`src/rtl/param_updown_counter.sv`:
```
// param_updown_counter: parametrised up/down counter with wrap, saturate and one-shot modes
module param_updown_counter #(
    parameter int                WIDTH     = 32,
    parameter logic [WIDTH-1:0]  MAX_VAL   = {WIDTH{1'b1}},
    parameter logic [WIDTH-1:0]  RESET_VAL = '0
) (
    input  logic             clock,
    input  logic             rst,
    input  logic             en,
    input  logic             up,
    input  logic             load,
    input  logic [WIDTH-1:0] load_val,
    input  logic [1:0]       mode,
    input  logic             start,
    output logic [WIDTH-1:0] count,
    output logic             tc,
    output logic             busy,
    output logic             done
);
    typedef enum logic [1:0] {IDLE, RUN, DONE} state_t;
    state_t           state_q, state_d;
    logic [WIDTH-1:0] count_q, count_d, step;
    logic             tc_q, tc_d, busy_q, busy_d, done_q, done_d;
    logic             at_bnd, into_bnd, one_shot, sat;
    // next count, terminal pulse and one-shot state; priority load > start > en
    always_comb begin
        one_shot = mode == 2'b10;
        sat      = mode == 2'b01;
        at_bnd   = up ? count_q == MAX_VAL : count_q == '0;
        step     = up ? count_q + WIDTH'(1) : count_q - WIDTH'(1);
        into_bnd = step == (up ? MAX_VAL : '0);
        count_d  = count_q;
        state_d  = one_shot ? state_q : IDLE;
        tc_d     = 1'b0;
        if (load) begin
            count_d = load_val > MAX_VAL ? MAX_VAL : load_val;
            state_d = IDLE;
        end else if (one_shot) begin
            case (state_q)
                IDLE: state_d = start ? RUN : IDLE;
                RUN: begin
                    if (en && at_bnd) begin
                        state_d = DONE;
                    end else if (en) begin
                        count_d = step;
                        tc_d    = into_bnd;
                        state_d = into_bnd ? DONE : RUN;
                    end
                end
                DONE: begin
                    if (start) begin
                        count_d = up ? '0 : MAX_VAL;
                        state_d = RUN;
                    end
                end
                default: state_d = IDLE;
            endcase
        end else if (en) begin
            count_d = at_bnd ? (sat ? count_q : (up ? '0 : MAX_VAL)) : step;
            tc_d    = !at_bnd && into_bnd;
        end
        busy_d = state_d == RUN;
        done_d = state_d == DONE;
    end
    // state and registered outputs, cleared asynchronously
    always_ff @(posedge clock or posedge rst) begin
        if (rst) begin
            count_q <= RESET_VAL;
            state_q <= IDLE;
            tc_q    <= 1'b0;
            busy_q  <= 1'b0;
            done_q  <= 1'b0;
        end else begin
            count_q <= count_d;
            state_q <= state_d;
            tc_q    <= tc_d;
            busy_q  <= busy_d;
            done_q  <= done_d;
        end
    end
    assign count = count_q;
    assign tc    = tc_q;
    assign busy  = busy_q;
    assign done  = done_q;
endmodule
```
`config.mk`:
```
export PLATFORM = sky130hd
export DESIGN_NAME = param_updown_counter
export DESIGN_NICKNAME = d
export VERILOG_FILES = /design/src/rtl/param_updown_counter.sv
export SDC_FILE = /design/constraint.sdc
export NUM_CORES = 1
export LEC_CHECK = 0
export BUFFER_PORTS_ARGS = -buffer_cell sky130_fd_sc_hd__clkbuf_2
export CORE_UTILIZATION = 49
export DETAILED_ROUTE_END_ITERATION = 16
export GPL_ROUTABILITY_DRIVEN = 0
export PLACE_DENSITY = 0.71
export SYNTH_ARGS = -nofsm -noshare
export SYNTH_HDL_FRONTEND = slang
export SYNTH_SLANG_ARGS = --single-unit
export TNS_END_PERCENT = 1
```
`constraint.sdc`:
```
create_clock -name clock -period 8.8 [get_ports clock]
set_input_delay 0.44 -clock clock [delete_from_list [all_inputs] [get_ports clock]]
set_output_delay 0.44 -clock clock [all_outputs]
set_load 0.1 [all_outputs]
```
==> results of run 1 <==
==> power groups by stage <==
stage	logic (mW)	registers (mW)	clock network (mW)
floorplan	0.647	0.577	0
global placement	1.17	0.287	0
detailed placement	1.19	0.289	0
CTS	1.19	0.286	0.136
global route	1.30	0.295	0.142
finish	1.22	0.287	0.135
==> worst min path at each step <==
stage / start / cells past startpoint / to
floorplan: load_val[16] / 2 / count[16]$_DFFE_PP0P_
global placement: rst / 3 / count[0]$_DFFE_PP0P_
detailed placement: rst / 3 / count[4]$_DFFE_PP0P_
CTS: rst / 3 / count[16]$_DFFE_PP0P_
global route: rst / 3 / count[4]$_DFFE_PP0P_
finish: rst / 3 / count[4]$_DFFE_PP0P_
==> per-stage QoR <==
| stage | worst slack [ps] | std cells | power, mW |
|---|---|---|---|
| 4_1_cts | 4484 | 772 | 1.617 |
| 2_1_floorplan | 4751 | 613 | 1.223 |
| 6_report | 4364 | 772 | 1.641 |
| 3_3_place_gp | 4230 | 764 | 1.461 |
| 5_1_grt | 4210 | 772 | 1.737 |
| 3_5_place_dp | 4179 | 764 | 1.477 |
==> synth_stat cells (all sizes together) (7+ instances only) <==
cell,n,area [sq um]
nand2,55,206.5
a211oi,14,105.1
a21o,7,52.55
nor2,65,244.0
nand3,14,70.07
nor2b,7,43.79
nor4,15,106.4
xor2,11,96.34
nor3,31,155.2
o21ai,28,143.9
clkbuf,31,116.4
nand4,19,118.9
inv,18,67.56
dfrtp,37,925.9
o21a,12,90.09
a21oi,102,510.5
ha,32,400.4
o211ai,11,87.58
xnor2,12,112.6
==> cell families after synthesis <==
logic type                 Yosys count  share of synthesized area, %
xor gates and xnor gates            23                         4.740
buffers and inverters               54                         4.740
AOI/OAI and AO/OA                  227                         33.21
muxes                                1                        0.2271
DFF                                 37                         21.00
adders and majority gates           33                         9.537
and+or+nand+nor                    238                         26.54
==> layout by cell type (no fill, tap or decap), types with 3 or more instances in the layout <==
cell type  netlist  routed
a211oi_1        14      14
nor2_1          65      65
a21boi_0         4       4
and4_1           4       4
inv_1           18      18
a311o_1          3       3
a22o_1           3       3
and2_1           4       4
a21o_1           7       7
nor3_1          31      31
or2_2            3       3
xnor2_1         11      11
dfrtp_1         37      37
nor4_1          13      13
o311ai_0         4       4
clkbuf_2         0      74
nand4_1         19      19
xor2_1          11      11
o21ai_1          3       3
nor2b_1          7       7
nand2_1         55      55
o21a_1          12      12
nand3_1         14      14
a221oi_1         3       3
and3_1           5       5
clkbuf_8         0       6
a31oi_1          4       4
ha_1            32      32
a21oi_1        102     102
nand2b_1         4       4
o211ai_1        10      10
or4_1            3       3
buf_4            0       5
o21ai_0         24      24
o21bai_1         6       6
or3_1            4       4
==> worst register-to-register path, cell delays in order, from the launching register on <==
cell and delay (ps):
dfrtp_1 450, ha_1 480, nand4_1 230, or3_1 450, nand2b_1 260, o211ai_2 110, xor2_1 340, nand2_1 90
or4_1 500, a221o_1 390, a211o_1 320, a22o_1 200
==> layer usage <==
| layer | track usage [%] | vias to the layer above | share of wire [%] |
|---|---|---|---|
| met4 | 15.84 | 0 | 4.7 |
| met1 | 39.66 | 2358 | 43 |
| li1 | - | 2415 | - |
| met5 | 0 | - | 0 |
| met2 | 48.16 | 253 | 45 |
| met3 | 4.191 | 63 | 7.2 |
==> flip-flops by register name, indices dropped and copies added, names as in the netlist <==
name and cells:
state_q 2, tc 1, busy 1, count 32, done 1
==> area by class of cell <==
type                       count  area, sq um  area share (%)
clock buffer                   6        82.58           1.683
clock inverter                 2        13.76          0.2805
inverter                      18        67.56           1.377
multi-input combinational    522         3273           66.72
sequential                    37        925.9           18.87
tap                          108        135.1           2.754
timing repair buffer          79        407.9           8.314
==> summary.txt, run 1 <==
Port Buf Inserts: 74
Worst R2R End: state_q[0]$_DFF_PP0_
Setup Crit Path Kind: in -> reg
status: complete, no violations
DIE HEIGHT: 96.85 um
CP Depth: 14
R2R setup slack: 4890 ps
final hold viol count: 0
clock latency on the worst-skew pair: 300 ps
Worst path max stage delay: 500 ps
Setup Total Neg Slack: 0 ps
layout cells sized above 1: 15.21%
r2r startpoint: count[10]$_DFFE_PP0P_
fin nets: 736
Max FO, Critical Path: 25
initial antenna violation count: 0
CP endpoint kind: flop
Yosys cell types: 65
Worst R2R Path Depth: 11
clk buf depth: 2
async set or reset register ratio after synthesis: 100.0%
Routed WL: 14380 um
initial core utilization: 50.55%
Remaining DRCs: 0
setup bufs post-CTS: 0
total core area: 8721 sq um
period utilisation layout: 50.41%
kind of start point of the critical path: input port
vias in the first global route: 4680
clk root buf: clkbuf_8
cells after synthesis: 613
worst setup path endpoint: state_q[0]$_DFF_PP0_
Top delay family on crit path: simple AND/OR/NAND/NOR gates
final worst path period need: 4436 ps
first-pass GRT wire length: 23230 um
Die Span X: 96.85 um
EDFF count, synth: 0
Seq/Total Area, Yosys: 21.00%
clock-pin slew on the worst setup and hold paths: 90 ps
Fillers: 870
final global-route overflow total: 0
Net Sw Frac: 62.00%
Final setup viols: 0
Clock Sinks: 37
Max Fclk: 225.4 MHz
htree depth: 2
design area: 4906 sq um
fin. max-slew vios: 0
register bit count reported by yosys: 37
max-cap viol count: 0
Rel. slew slack: 52.23%
post-layout util: 56.26%
Final HPWL DP: 10930 um
Fin Clk Skew: 9.645 ps
Inserted Clock Buffers: 5
TritonCTS clock tree: built
initial DRC count: 322
HP Class: in -> async
Min Hold Slack: 231.1 ps
worst-margin pin slew: 711.7 ps
routed len/inst: 18.63 um
RSZ-0062 raised after global routing: no
largest net degree at the start of global routing: 69
Resize count post-CTS: 0
CTS Hold Bufs: 0
FP Rows: 34
Clk pwr share: 8.3%
number of antenna-violating nets in the routed design: 0
crit-path cells: clkbuf_2 -> inv_1 -> buf_4 -> ha_1 -> nand4_1 -> or3_1 -> nand2b_1 -> o211ai_2 -> xor2_1 -> nand2_1 -> or4_1 -> a221o_1 -> a211o_1 -> a22o_1
VDD IR-drop max: 0.0002428 V
Crit path required time: 9000 ps
Pwr Density: 334.4 nW/um^2
Main synth FF type: dfrtp_1
Vias: 5089
CP Launch Point: up
syn nets: 686
Arrival @ worst endpoint: 4630 ps
Int Pwr: 0.6235 mW
WP buf/inv: 3
n_diodes: 0
syn avg cell area: 7.191 sq um
Ys Warns: 0
CP max stage cell: or4_1
Combinational Power Share: 74.2%
leak pwr: 2.102 nW
Post-DP Area: 4810 sq um
Net Switching: 1.017 mW
Pre-antenna DRT Iters: 5
P&R area growth vs syn: 11.30%
Seq pwr share: 17.5%
Post-Syn Area: 4408 sq um
Total GRT Usage: 30.22%
Vias per Instance: 6.592
I/O pins: 75
Die ar.: 9379 sq um
No activity file was read; power rests on OpenSTA's default activity.
==> run 2, diff against run 1 <==
==> constraint.sdc (replaced) <==
create_clock -name clock -period 4.1 [get_ports clock]
set_input_delay 0.205 -clock clock [delete_from_list [all_inputs] [get_ports clock]]
set_output_delay 0.205 -clock clock [all_outputs]
set_load 0.1 [all_outputs]
==> run 2 against run 1 <==
  * Critical path depth is 2 lower
  * Clock power grew to 3.0 times the previous value
  * Sequential power is 110% higher
  * Clock skew hardly changed
  * Final cell count is 0.52% higher
  * Highest routed layer unchanged
==> summary.txt, run 2 (synthesis results as in run 1) <==
Fin Clk Skew: 9.172 ps (-0.4736 ps)
HP Class: in -> reg
Die Span X: 96.85 um (unchanged)
placed insts: 767 (+0.39%)
Die ar.: 9379 sq um (unchanged)
largest net degree at the start of global routing: 69 (unchanged)
kind of start point of the critical path: flop
WP buf/inv: 1 (-2)
Setup Total Neg Slack: 0 ps (unchanged)
final worst path period need: 3832 ps
VDD IR-drop max: 0.0005711 V (+140%)
Top delay family on crit path: compound AO/OA/AOI/OAI gates
RSZ-0062 raised after global routing: no
status: complete, no violations
crit-path cells: inv_1 -> fa_1 -> nand2b_1 -> a21oi_2 -> o21ai_1 -> nand2_1 -> xor2_1 -> nand2_1 -> or4_1 -> a221o_1 -> a211o_1 -> a22o_1
period utilisation layout: 93.47%
Vias: 4956 (-2.6%)
Max Fclk: 260.9 MHz
leak pwr: 2.143 nW (+1.9%)
Clock Sinks: 37 (unchanged)
Crit path required time: 4310 ps (-4690 ps)
CP max stage cell: dfrtp_1
clock-pin slew on the worst setup and hold paths: 100 ps (about the same)
clk buf depth: 2 (unchanged)
Pwr Density: 726.3 nW/um^2 (+120%)
Min Hold Slack: 186.3 ps (-44.86 ps)
design area: 4996 sq um (+1.8%)
Inserted Clock Buffers: 5 (unchanged)
Total GRT Usage: 30.45% (+0.23 points)
Routed WL: 14100 um (-1.9%)
final worst slack: 267.8 ps (-4096 ps)
Int Pwr: 1.454 mW (+130%)
Largest register FFs: 32 (unchanged)
Tot Pwr: 3.628 mW (+120%)
Max FO, Critical Path: 9 (-64%)
initial antenna violation count: 0 (unchanged)
Net Sw Frac: 59.92% (-2.1 points)
Worst path max stage delay: 510 ps (about the same)
first-pass GRT wire length: 23470 um (+1.0%)
commonest non-fill, non-tap cells in the layout: a21oi_1, clkbuf_2, nor2_1
Seq pwr share: 17.0% (-0.5 points)
FP Rows: 34 (unchanged)
fin. max-slew vios: 0 (unchanged)
routed len/inst: 18.17 um (-2.4%)
htree depth: 2 (unchanged)
initial DRC count: 421 (+31%)
initial core utilization: 50.55% (unchanged)
CP endpoint kind: flop
commonest non-fill, non-tap cell in the layout: a21oi_1
DP Worst Slack: 222.5 ps (-3957 ps)
Combinational Power Share: 71.7% (-2.5 points)
DIE HEIGHT: 96.85 um (unchanged)
clock latency on the worst-skew pair: 310 ps (about the same)
Pre-antenna DRT Iters: 5 (unchanged)
clk root buf: clkbuf_8
worst-margin pin slew: 1120 ps (+408.0 ps)
number of antenna-violating nets in the routed design: 0 (unchanged)
P&R area growth vs syn: 13.34%
Net Switching: 2.174 mW (+110%)
non-filler cells, final: 776 (+0.52%)
Vias per Instance: 6.387 (-3.1%)
fin nets: 740 (+0.54%)
Arrival @ worst endpoint: 4040 ps (-590 ps)
total core area: 8721 sq um (unchanged)
TritonCTS clock tree: built
final global-route overflow total: 0 (unchanged)
vias in the first global route: 4728 (+1.0%)
Clk pwr share: 11.3% (+3.0 points)
setup bufs post-CTS: 0 (unchanged)
Post-DP Area: 4845 sq um (+0.73%)
final hold viol count: 0 (unchanged)
Port Buf Inserts: 74 (unchanged)
Remaining DRCs: 0 (unchanged)
Setup Crit Path Kind: reg -> reg
Final setup viols: 0 (unchanged)
Final HPWL DP: 10650 um (-2.6%)
post-layout util: 57.29% (+1.0 points)
n_diodes: 0 (unchanged)
I/O pins: 75 (unchanged)
Rel. slew slack: 25.35% (-27 points)
Crit path top cell by count: nand2_1
max-cap viol count: 0 (unchanged)
layout cells sized above 1: 15.72% (+0.51 points)
==> run 2: what timing repair did <==
action	4_1_cts	5_1_grt
hold endpoints to repair	4	0
gates resized for setup	0	1
hold buffers	1	0
endpoints found under the setup margin	0	4
==> run 2: worst reg2reg max path: stages, from the launching register on <==
cell and delay, ps:
dfrtp_1 510, inv_1 130, fa_1 440, nand2b_1 200, a21oi_2 280, o21ai_1 230, nand2_1 120, xor2_1 320
nand2_1 80, or4_1 490, a221o_1 410, a211o_1 310, a22o_1 210
==> run 2: final timing paths <==
path                                       start               endpoint  slack (ps)  cells after the start
max reg2reg                 count[0]$_DFFE_PP0P_         busy$_DFF_PP0_         270                     12
max                         count[0]$_DFFE_PP0P_         busy$_DFF_PP0_         270                     12
min reg2reg                count[26]$_DFFE_PP0P_  count[26]$_DFFE_PP0P_         600                      1
max in group asynchronous                    rst  count[15]$_DFFE_PP0P_        3230                      4
min                                 load_val[16]  count[16]$_DFFE_PP0P_         190                      3
min in group asynchronous                    rst         done$_DFF_PP0_         530                      4
==> run 2: power by group through the flow <==
stage / Clock (mW) / Combinational, mW / Sequential [mW]
2_1_floorplan: 0 / 1.39 / 1.24
3_3_place_gp: 0 / 2.51 / 0.613
3_5_place_dp: 0 / 2.54 / 0.620
4_1_cts: 0.420 / 2.55 / 0.615
5_1_grt: 0.434 / 2.80 / 0.634
6_report: 0.411 / 2.60 / 0.617
==> run 2: cell type report <==
class,count,area [sq um]
fill,826,3725
multi-input combinational,522,3277
sequential,37,925.9
timing repair buffer,83,452.9
tap,108,135.1
clock buffer,5,68.82
clock inverter,3,68.82
inverter,18,67.56
==> run 2: routing by layer <==
| metal | track usage (%) | vias up | part of all wire [%] |
|---|---|---|---|
| met5 | 0 | - | 0 |
| met4 | 15.04 | 0 | 3.8 |
| met3 | 4.624 | 36 | 5.5 |
| met2 | 47.07 | 189 | 46 |
| met1 | 41.30 | 2315 | 45 |
| li1 | - | 2416 | - |
==> run 3, diff against run 2 <==
--- a/config.mk
+++ b/config.mk
@@ -9,7 +9,8 @@
 export CORE_UTILIZATION = 49
 export DETAILED_ROUTE_END_ITERATION = 16
 export GPL_ROUTABILITY_DRIVEN = 0
-export PLACE_DENSITY = 0.71
+export PLACE_DENSITY = 0.72
+export RECOVER_POWER = 50
 export SYNTH_ARGS = -nofsm -noshare
 export SYNTH_HDL_FRONTEND = slang
 export SYNTH_SLANG_ARGS = --single-unit
==> run 3 against run 2 <==
  * The flow now finishes with violations (capacitance limit, slew limit)
  * Final cell count down 0.13%
  * Sequential share of layout area up 0.24 points
  * Clock-buffer cell count unchanged
  * Register-to-register slack worse by 100 ps
  * Clock power down 17%
  * Via count up 1.3%
  * Maximum frequency down 2.6%
  * Core utilization down 0.73 points
  * Non-clock buffer count down 1
  * Sequential power about the same
  * Global-route usage down 0.46 points
  * Wire length up 1.1%
==> summary.txt, run 3 (synthesis results as in run 1) <==
CTS Hold Bufs: 0 (-1)
Setup Total Neg Slack: 0 ps (unchanged)
fin nets: 739 (-0.14%)
RSZ-0062 raised after global routing: no
kind of start point of the critical path: flop
n_diodes: 0 (unchanged)
Worst R2R Path Depth: 11 (-1)
routed len/inst: 18.40 um (+1.3%)
clock-pin slew on the worst setup and hold paths: 90 ps (about the same)
Fin Clk Skew: 7.073 ps (-2.098 ps)
Tot Pwr: 3.559 mW (-1.9%)
I/O pins: 75 (unchanged)
worst-margin pin slew: 2140 ps (+1021 ps)
Hold Crit Depth: 3 (unchanged)
non-filler cells, final: 775 (-0.13%)
Pwr Density: 721.6 nW/um^2 (-0.63%)
Final setup viols: 0 (unchanged)
Port Buf Inserts: 74 (unchanged)
first-pass GRT wire length: 23190 um (-1.2%)
Die Span X: 96.85 um (unchanged)
clk root buf: clkbuf_8
r2r startpoint: count[4]$_DFFE_PP0P_
hold worst-path end: count[16]$_DFFE_PP0P_
Rel. slew slack: -42.69% (-68 points)
Setup Crit Path Kind: reg -> reg
Max Fclk: 254.2 MHz (-2.6%)
Vias: 5019 (+1.3%)
total core area: 8721 sq um (unchanged)
Arrival @ worst endpoint: 4130 ps (+90 ps)
layout cells sized above 1: 13.19% (-2.5 points)
Max FO, Critical Path: 5 (-4)
VDD IR-drop max: 0.0003823 V (-33%)
initial core utilization: 50.55% (unchanged)
Final HPWL DP: 10800 um (+1.4%)
HP Class: in -> reg
initial antenna violation count: 0 (unchanged)
vias in the first global route: 4590 (-2.9%)
Routed WL: 14260 um (+1.1%)
final hold viol count: 0 (unchanged)
status: finished with violations
TritonCTS clock tree: built
commonest non-fill, non-tap cells in the layout: a21oi_1, nor2_1, clkbuf_2
worst hold start: load_val[16]
post-layout util: 56.56% (-0.73 points)
period utilisation layout: 95.93% (+2.5 points)
Vias per Instance: 6.476 (+1.4%)
largest net degree at the start of global routing: 69 (unchanged)
P&R area growth vs syn: 11.89%
final worst path period need: 3933 ps (+101.1 ps)
Crit path required time: 4290 ps (-20 ps)
Remaining DRCs: 0 (unchanged)
CP endpoint kind: flop
number of antenna-violating nets in the routed design: 0 (unchanged)
Die ar.: 9379 sq um (unchanged)
Post-DP Area: 4832 sq um (-0.26%)
placed insts: 767 (unchanged)
Clock Sinks: 37 (unchanged)
max-cap viol count: 1 (+1)
FP Rows: 34 (unchanged)
Pre-antenna DRT Iters: 5 (unchanged)
DIE HEIGHT: 96.85 um (unchanged)
Fillers: 856 (+3.6%)
setup bufs post-CTS: 0 (unchanged)
Largest register FFs: 32 (unchanged)
commonest non-fill, non-tap cell in the layout: a21oi_1
initial DRC count: 375 (-11%)
R2R setup slack: 170 ps (-100 ps)
Worst R2R End: state_q[0]$_DFF_PP0_
design area: 4932 sq um (-1.3%)
fin. max-slew vios: 38 (+38)
Total GRT Usage: 29.99% (-0.46 points)
clk buf depth: 2 (unchanged)
htree depth: 2 (unchanged)
clock latency on the worst-skew pair: 300 ps (about the same)
leak pwr: 2.068 nW (-3.5%)
final global-route overflow total: 0 (unchanged)
failing checks: capacitance limit, slew limit
Inserted Clock Buffers: 5 (unchanged)
==> run 3: changes by cell type in the layout (fill, tap and decap cells not counted) <==
cell | previous run | this run
dlygate4sd3_1 | 1 | 0
buf_12 | 1 | 0
bufinv_16 | 2 | 1
nor4b_1 | 2 | 1
nor4b_2 | 0 | 1
clkinvlp_4 | 0 | 1
clkbuf_2 | 74 | 57
inv_6 | 1 | 0
clkbuf_1 | 0 | 18
clkinv_4 | 0 | 1
==> run 3: where the power goes <==
group / internal (mW) / leakage (nW) / switching (mW)
Clock: 0.182 / 0.0543 / 0.159
Sequential: 0.456 / 0.439 / 0.165
Combinational: 0.743 / 1.57 / 1.86
Total: 1.38 / 2.07 / 2.18
==> run 3: metal layers <==
layer	routed length [um]	GRT usage, %	vias up
li1	-	-	2418
met1	6179	40.13	2305
met2	6550	48.70	252
met3	1042	3.902	44
met4	490	12.28	0
met5	0	0	-
==> run 3: worst max-delay path, stage by stage (launching register included) <==
cell	delay (ps)
dfrtp_1	450
ha_1	380
o211ai_1	150
o21ai_2	260
a31oi_1	210
o41ai_2	750
a21oi_1	250
a221oi_2	410
and4_1	250
nand4_1	100
a211o_1	400
a22o_1	210
==> run 3: final cells by class <==
| type | count | area, sq um | area share (%) |
|---|---|---|---|
| clock inverter | 3 | 46.29 | 0.9386 |
| sequential | 37 | 925.9 | 18.77 |
| inverter | 18 | 67.56 | 1.370 |
| tap | 108 | 135.1 | 2.740 |
| multi-input combinational | 522 | 3283 | 66.57 |
| clock buffer | 5 | 68.82 | 1.395 |
| timing repair buffer | 82 | 405.4 | 8.219 |
==> run 3: through the flow <==
step                hold WS (ps)  setup slack (ps)
floorplan                  361.7             50.82
global placement           329.4             245.8
detailed placement         336.5             145.6
CTS                        6.546             213.7
global route               171.6             71.62
finish                     173.7             166.7
==> run 3: worst max-delay path by stage <==
| stage | to | from | slack (ps) |
|---|---|---|---|
| after detailed placement | state_q[0]$_DFF_PP0_ | up | 150 |
| after global placement | busy$_DFF_PP0_ | count[0]$_DFFE_PP0P_ | 250 |
| after floorplan | busy$_DFF_PP0_ | count[0]$_DFFE_PP0P_ | 50 |
| after CTS | state_q[0]$_DFF_PP0_ | count[0]$_DFFE_PP0P_ | 210 |
| after global routing | busy$_DFF_PP0_ | up | 70 |
| final | state_q[0]$_DFF_PP0_ | count[4]$_DFFE_PP0P_ | 170 |
==> run 3: what timing repair did <==
| action | in CTS | in global routing |
|---|---|---|
| endpoints found under the setup margin | 0 | 5 |
| hold endpoints to repair | 0 | 0 |
| gates resized for setup | 0 | 2 |
